File: config.mk
export PLATFORM = sky130hd
export DESIGN_NAME = dm_resp
export DESIGN_NICKNAME = d
export VERILOG_FILES = /design/src/rtl/dm_resp.sv
export SDC_FILE = /design/constraint.sdc
export NUM_CORES = 2
export LEC_CHECK = 0
export BUFFER_PORTS_ARGS = -buffer_cell sky130_fd_sc_hd__buf_2
export CELL_PAD_IN_SITES_DETAIL_PLACEMENT = 1
export CELL_PAD_IN_SITES_GLOBAL_PLACEMENT = 2
export CORE_UTILIZATION = 45
export CTS_BUF_LIST = sky130_fd_sc_hd__clkbuf_8
export CTS_CLUSTER_SIZE = 16
export DETAILED_ROUTE_END_ITERATION = 10
export PLACE_DENSITY_LB_ADDON = 0.1
export SETUP_SLACK_MARGIN = 0.2
export SYNTH_ARGS = -nofsm -noshare
export SYNTH_HDL_FRONTEND = slang
export SYNTH_SLANG_ARGS = --single-unit
File: constraint.sdc
create_clock -name clk -period 4.7 [get_ports clk]
set_input_delay 0.47 -clock clk [delete_from_list [all_inputs] [get_ports clk]]
set_output_delay 0.47 -clock clk [all_outputs]
set_load 0.01 [all_outputs]
File: src/rtl/dm_resp.sv
// Fixed-latency data-memory responder: accepts one request, completes it LATENCY edges later.
// Define DM_BYTEWR_EN for byte-lane writes (err only when be==0); default is word writes, err on misalignment.
module dm_resp #(
   parameter int LATENCY = 2,
   parameter int AW      = 7
) (
   input  logic        clk,
   input  logic        rstn,
   input  logic        req,
   input  logic        we,
   input  logic [31:0] addr,
   input  logic [3:0]  be,
   input  logic [31:0] wdata,
   output logic [31:0] rdata,
   output logic        ready,
   output logic        busy,
   output logic        err
);
   localparam int DEPTH = 1 << AW;

   // Handshake: req is sampled only in IDLE; ready is a one-cycle pulse in DONE,
   // err/rdata are meaningful while ready=1, busy spans acceptance through DONE.
   typedef enum logic [1:0] {IDLE, WAIT, DONE} state_t;

   state_t          state, state_nxt;
   logic [3:0]      cnt, cnt_nxt;
   logic            accept, enter_done, txn_err;
   logic            we_q;
   logic [AW-1:0]   idx_q;
   logic [31:0]     wdata_q;
   logic            c_we;
   logic [AW-1:0]   c_idx;
   logic [31:0]     c_wdata;
   logic            unused_bits;
   logic [31:0]     mem [DEPTH];

`ifdef DM_BYTEWR_EN
   logic [3:0]      be_q;
   logic [3:0]      c_be;
`else
   logic [1:0]      off_q;
   logic [1:0]      c_off;
`endif

   always_comb begin
      state_nxt = state;
      cnt_nxt   = cnt;
      accept    = 1'b0;
      case (state)
         IDLE: if (req) begin
            accept    = 1'b1;
            cnt_nxt   = 4'(LATENCY - 1);
            state_nxt = (LATENCY == 1) ? DONE : WAIT;
         end
         WAIT: begin
            cnt_nxt = cnt - 4'd1;
            if (cnt == 4'd1) state_nxt = DONE;
         end
         DONE:    state_nxt = IDLE;
         default: state_nxt = IDLE;
      endcase
   end

   // DONE always exits to IDLE, so a DONE next-state means we are entering it.
   assign enter_done = (state_nxt == DONE);

   // With LATENCY=1 completion happens on the accepting edge, before the latches load.
   assign c_we    = accept ? we               : we_q;
   assign c_idx   = accept ? addr[AW+1:2]     : idx_q;
   assign c_wdata = accept ? wdata            : wdata_q;

`ifdef DM_BYTEWR_EN
   assign c_be        = accept ? be : be_q;
   assign txn_err     = (c_be == 4'b0000);
   assign unused_bits = ^{addr[31:AW+2], addr[1:0]};
`else
   assign c_off       = accept ? addr[1:0] : off_q;
   assign txn_err     = (c_off != 2'b00);
   assign unused_bits = ^{addr[31:AW+2], be};
`endif

   always_ff @(posedge clk) begin
      if (!rstn) begin
         state <= IDLE;
         cnt   <= '0;
         err   <= 1'b0;
         rdata <= '0;
      end else begin
         state <= state_nxt;
         cnt   <= cnt_nxt;
         err   <= enter_done && txn_err;
         if (accept) begin
            we_q    <= we;
            idx_q   <= addr[AW+1:2];
            wdata_q <= wdata;
`ifdef DM_BYTEWR_EN
            be_q    <= be;
`else
            off_q   <= addr[1:0];
`endif
         end
         if (enter_done) begin
            if (txn_err)    rdata <= '0;
            else if (!c_we) rdata <= mem[c_idx];
         end
      end
   end

   // Storage has no reset; a reset on the completing edge cancels the write.
   always_ff @(posedge clk) begin
      if (rstn && enter_done && c_we && !txn_err) begin
`ifdef DM_BYTEWR_EN
         for (int i = 0; i < 4; i++)
            if (c_be[i]) mem[c_idx][8*i +: 8] <= c_wdata[8*i +: 8];
`else
         mem[c_idx] <= c_wdata;
`endif
      end
   end

   assign ready = (state == DONE);
   assign busy  = (state != IDLE);

endmodule

==> results by stage <==
Clock tree:
- The total CTS buffers is between 600 and 700.
- TritonCTS built the clock tree.
- The clock-pin slew on the worst setup and hold paths is ~0.060 ns.
- The number of buffers between clock root and the deepest sink is 4.
- At the later pin of the worst-skew pair, clock insertion delay measures 1.26 ns.
- The clock drives 4177 sinks.
- The number of H-tree levels is 6.
- Once the clock tree was built, the setup fixing pass inserted 0 buffers.
- The root buffer cell chosen for the clock tree is clkbuf_8.

Drt:
- Using the TritonRoute via totals, the vias-per-cell ratio works out to 6.28.
- For this run, design rule violations remaining after detail routing come to 6.
- The number of detailed-route iterations in the first pass is 8.
- The count of nets left with antenna violations once routing finished came out at 0.
- In the final routed layout, each cell accounts on average for about 36 um.
- The routed layout has 96100 vias.
- The final layout contains routed wiring with a total length of 548 mm.
- The number of DRC markers after the initial detailed-route iteration is 11000.

Placement:
- After legalization and detailed placement, the total HPWL measured 319 mm.
- The placement-stage cell area is 167000 sq um.
- The congestion estimate from routability-driven global placement came to 0.847.
- Buffers placed on the I/O ports in this run total 79.
- The cell count after placement is 14000.

Logic synthesis:
- The fraction of registers with async set or reset after synthesis is 0%.
- Yosys mapped a number of flops with a built-in enable equal to roughly 4100.
- The area share of and/or/nand/nor cells after synthesis is 6.66%.
- The sequential cell area fraction in the yosys report is 81.4%.
- In the synthesized netlist, mux cells make up 1.31% of the area.
- The arithmetic-cell share of the synthesized area counting full adders, half adders and majority gates is 0.0163%.
- After synthesis the netlist holds a flip-flop and latch count of around 4200.
- The synthesized netlist net count is 9373.
- The synthesized-area fraction occupied by xor and xnor cells is 0%.
- In the synthesized netlist, the number of instances is 9299.
- The mean area per synthesized cell is 16.5 sq um.
- In this run the cell area of the synthesized design comes to approximately 150000 sq um.
- Yosys mapped the design onto between 60 and 70 distinct sky130hd cell types.
- Among all flip-flop cells after synthesis, the most frequent one is edfxtp_1.
- The number of warnings issued by yosys is 0.
- By area, the combinational part of the netlist is dominated by compound AO/OA/AOI/OAI gates.
- The synthesized netlist devotes 8.87% of its cell area to compound gates.

Setup path:
- The reg-to-reg critical path startpoint is state[1]$_SDFF_PN0_.
- The library cell appearing most often on the critical path is buf_4.
- The worst setup path is launched from a flip-flop.
- The maximum single-stage delay on the critical path is 0.82 ns.
- The endpoint identified for the worst register-to-register timing path is rdata[10]$_SDFFE_PN0P_.
- Along the worst path, the maximum fanout reaches 49.
- The signal on the critical path passes through or3b_4 > buf_4 > mux2_8 > buf_12 > buf_4 > o22ai_1 > o41ai_1 > a21oi_1 > a21oi_1 > buf_4 > a32o_1.
- On the critical path, the stage with the largest delay is an instance of o41ai_1.
- The critical path buffer and inverter count is 4.
- The arrival time at the worst endpoint is 5.63 ns.
- The critical path in this run is classified as reg2reg.
- STA classifies the critical path endpoint as a flip-flop.
- For the worst setup path, the data required time is 5.85 ns.
- Broken down by cell family, the worst path's largest delay share belongs to compound AO/OA/AOI/OAI gates.
- The register-to-register path setup slack is around 0.22 ns.
- The worst register-to-register path has a depth of 11.

Min path:
- The hold path startpoint is wdata[14].
- The endpoint of the worst hold-timing path is wdata_q[14]$_DFFE_PP_.
- In this run the worst hold path is classified as in2reg.
- The worst hold path passes through 3 cells.

Finish:
- The post-route netlist has between 15 and 20% of its cells at a drive strength greater than 1.
- The final design area excluding fillers is 179000 sq um.
- The library cells used most frequently in the layout, excluding fill and tap cells, are 4138 x edfxtp_1, 1205 x o22ai_1, 998 x nand2_1.
- In the final design database the tool counted 10300 nets.
- Leaving out filler cells and counting taps, the final layout contains 15300.
- The area growth from synthesis to layout is 16.8%.
- The count of fill cells added during filler insertion is 31600.
- The library cell used most frequently in the layout, excluding fill and tap cells, is edfxtp_1.

Timing:
- The period utilization is 95.4%.
- For the pin with the worst max-slew slack, the measured transition is 1.32 ns.
- The final max-slew violation count is 0.
- The final hold violation count was 0.
- The smallest clock period supported by the final layout is computed as 4.48 ns.
- Setup repair after global routing could not meet its margin everywhere.
- The tightest hold path in the finished design has a slack of 0.132 ns.
- Setup violations remaining at the end of the flow were counted as 0.
- Timing would allow up to around 0.22 GHz.
- The setup clock skew after layout is between 0.06 and 0.07 ns.
- The worst pin sits at a relative slew slack of 12.0%.

Global routing:
- The pin count of the biggest net entering global routing is 130.
- The number of antenna violations at the first check in global routing is 47.
- Global routing used between 30% and 40% of the available tracks across all layers.
- The via count of the first global-routing pass is 97400.
- For this run the aggregate overflow at the end of global routing stands at 0.
- The first global-routing pass estimated 757 mm of wire.

Job:
- The total of max-cap violations is 0.

Pwr:
- The worst vdd rail ir drop is 302 uV.
- The static leakage is 58.0 nW.
- The power per standard cell area is 450 nW/um^2.

Die:
- The initial utilization of the core area, before any placement, comes to 45.2%.
- The die footprint is roughly 340000 sq um.
- The number of core rows is 214.
- The horizontal die dimension is 586 um.
- The count of boundary I/O pins is roughly 110.
- From bottom edge to top edge, the die measures 586 um.
- The placeable core area is 340000 sq um.

Run status:
- The checks that failed: DRC.
- The flow ran to the end, but the final reports show violations.
[cells by family after synthesis]
kind of cell               after synthesis
muxes                                  196
buffers and inverters                  633
adders and majority gates                2
and+or+nand+nor                       2298
AOI/OAI and AO/OA                     1993
DFF                                   4177
[Yosys cell counts (29+ instances only)]
cell	n	share of area, %
dfxtp_1	39	0.51
o22ai_1	1205	4.9
o31ai_1	35	0.17
buf_2	224	0.73
a31oi_1	67	0.27
nand4_1	103	0.42
nand3_1	370	1.2
nor4b_1	34	0.19
o41ai_1	33	0.19
nor3_1	63	0.21
a32oi_1	118	0.67
nor2_1	461	1.1
o21ai_0	48	0.16
o221ai_1	121	0.69
nand2_1	1034	2.5
buf_1	127	0.31
a21oi_1	82	0.27
o22a_1	102	0.58
inv_1	36	0.088
nor4_1	170	0.69
a211oi_1	75	0.37
o211ai_1	29	0.14
mux2i_1	184	1.2
edfxtp_1	4138	81
clkbuf_1	238	0.58
[registers in the layout, summed over array words and instances, names as in the netlist]
signal	cells
wdata_q	32
err	1
cnt	4
mem	4096
rdata	32
state	2
we_q	1
idx_q	7
off_q	2
[through the flow]
stage	setup TNS (ns)	utilization, %	setup slack [ns]	power [mW]
5_1_grt	0	52.8	0.190	82.8
3_3_place_gp	-0.262	49.0	-0.262	51.7
4_1_cts	0	52.8	0.229	81.1
6_report	0	52.8	0.216	80.7
3_5_place_dp	-0.306	49.0	-0.306	51.9
2_1_floorplan	0	-	0.216	47.0
[cell type report]
type | count | area (sq um) | share of cell area, %
inverter | 38 | 159 | 0.0885
clock buffer | 714 | 9830 | 5.48
antenna | 20 | 50.0 | 0.0279
sequential | 4177 | 125000 | 69.7
tap | 4536 | 5680 | 3.16
multi-input combinational | 4489 | 27400 | 15.3
timing repair buffer | 797 | 8660 | 4.83
clock inverter | 531 | 2630 | 1.46
[power breakdown]
| group | internal (mW) | switching, mW |
|---|---|---|
| Clock | 14.7 | 14.8 |
| Sequential | 42.0 | 0.0424 |
| Combinational | 2.32 | 6.85 |
| Total | 59.1 | 21.7 |
[worst max path at each step]
stage	to	startpoint	slack [ns]	depth (start not counted)
finish	rdata[10]$_SDFFE_PN0P_	state[1]$_SDFF_PN0_	0.22	11
floorplan	mem[100][0]$_DFFE_PP_	addr[4]	0.22	11
CTS	rdata[8]$_SDFFE_PN0P_	state[1]$_SDFF_PN0_	0.23	12
detailed placement	rdata[8]$_SDFFE_PN0P_	req	-0.31	13
global placement	rdata[8]$_SDFFE_PN0P_	req	-0.26	13
global route	rdata[8]$_SDFFE_PN0P_	state[1]$_SDFF_PN0_	0.19	12
[routing by layer]
metal  share of wire [%]  track usage [%]
met1                  41             43.7
met2                  47             50.5
met3                 7.9             5.08
met4                 3.9             11.8
met5               0.015                0
[worst register-to-register path, delay by kind of cell, from the launching register on]
family / cells / cell delay [ns]
AO/OA/AOI/OAI: 5 / 1.59
buffers and inverters: 4 / 1.38
AND/OR/NAND/NOR: 1 / 0.60
multiplexers: 1 / 0.45
flip-flops: 1 / 0.38
[what timing repair did]
action,in CTS,in global routing
endpoints found under the hold margin,278,0
setup endpoints to repair,2,4
gates resized for setup,3,6
hold buffers,25,0
Note: power is estimated with default switching activity, not from simulation.
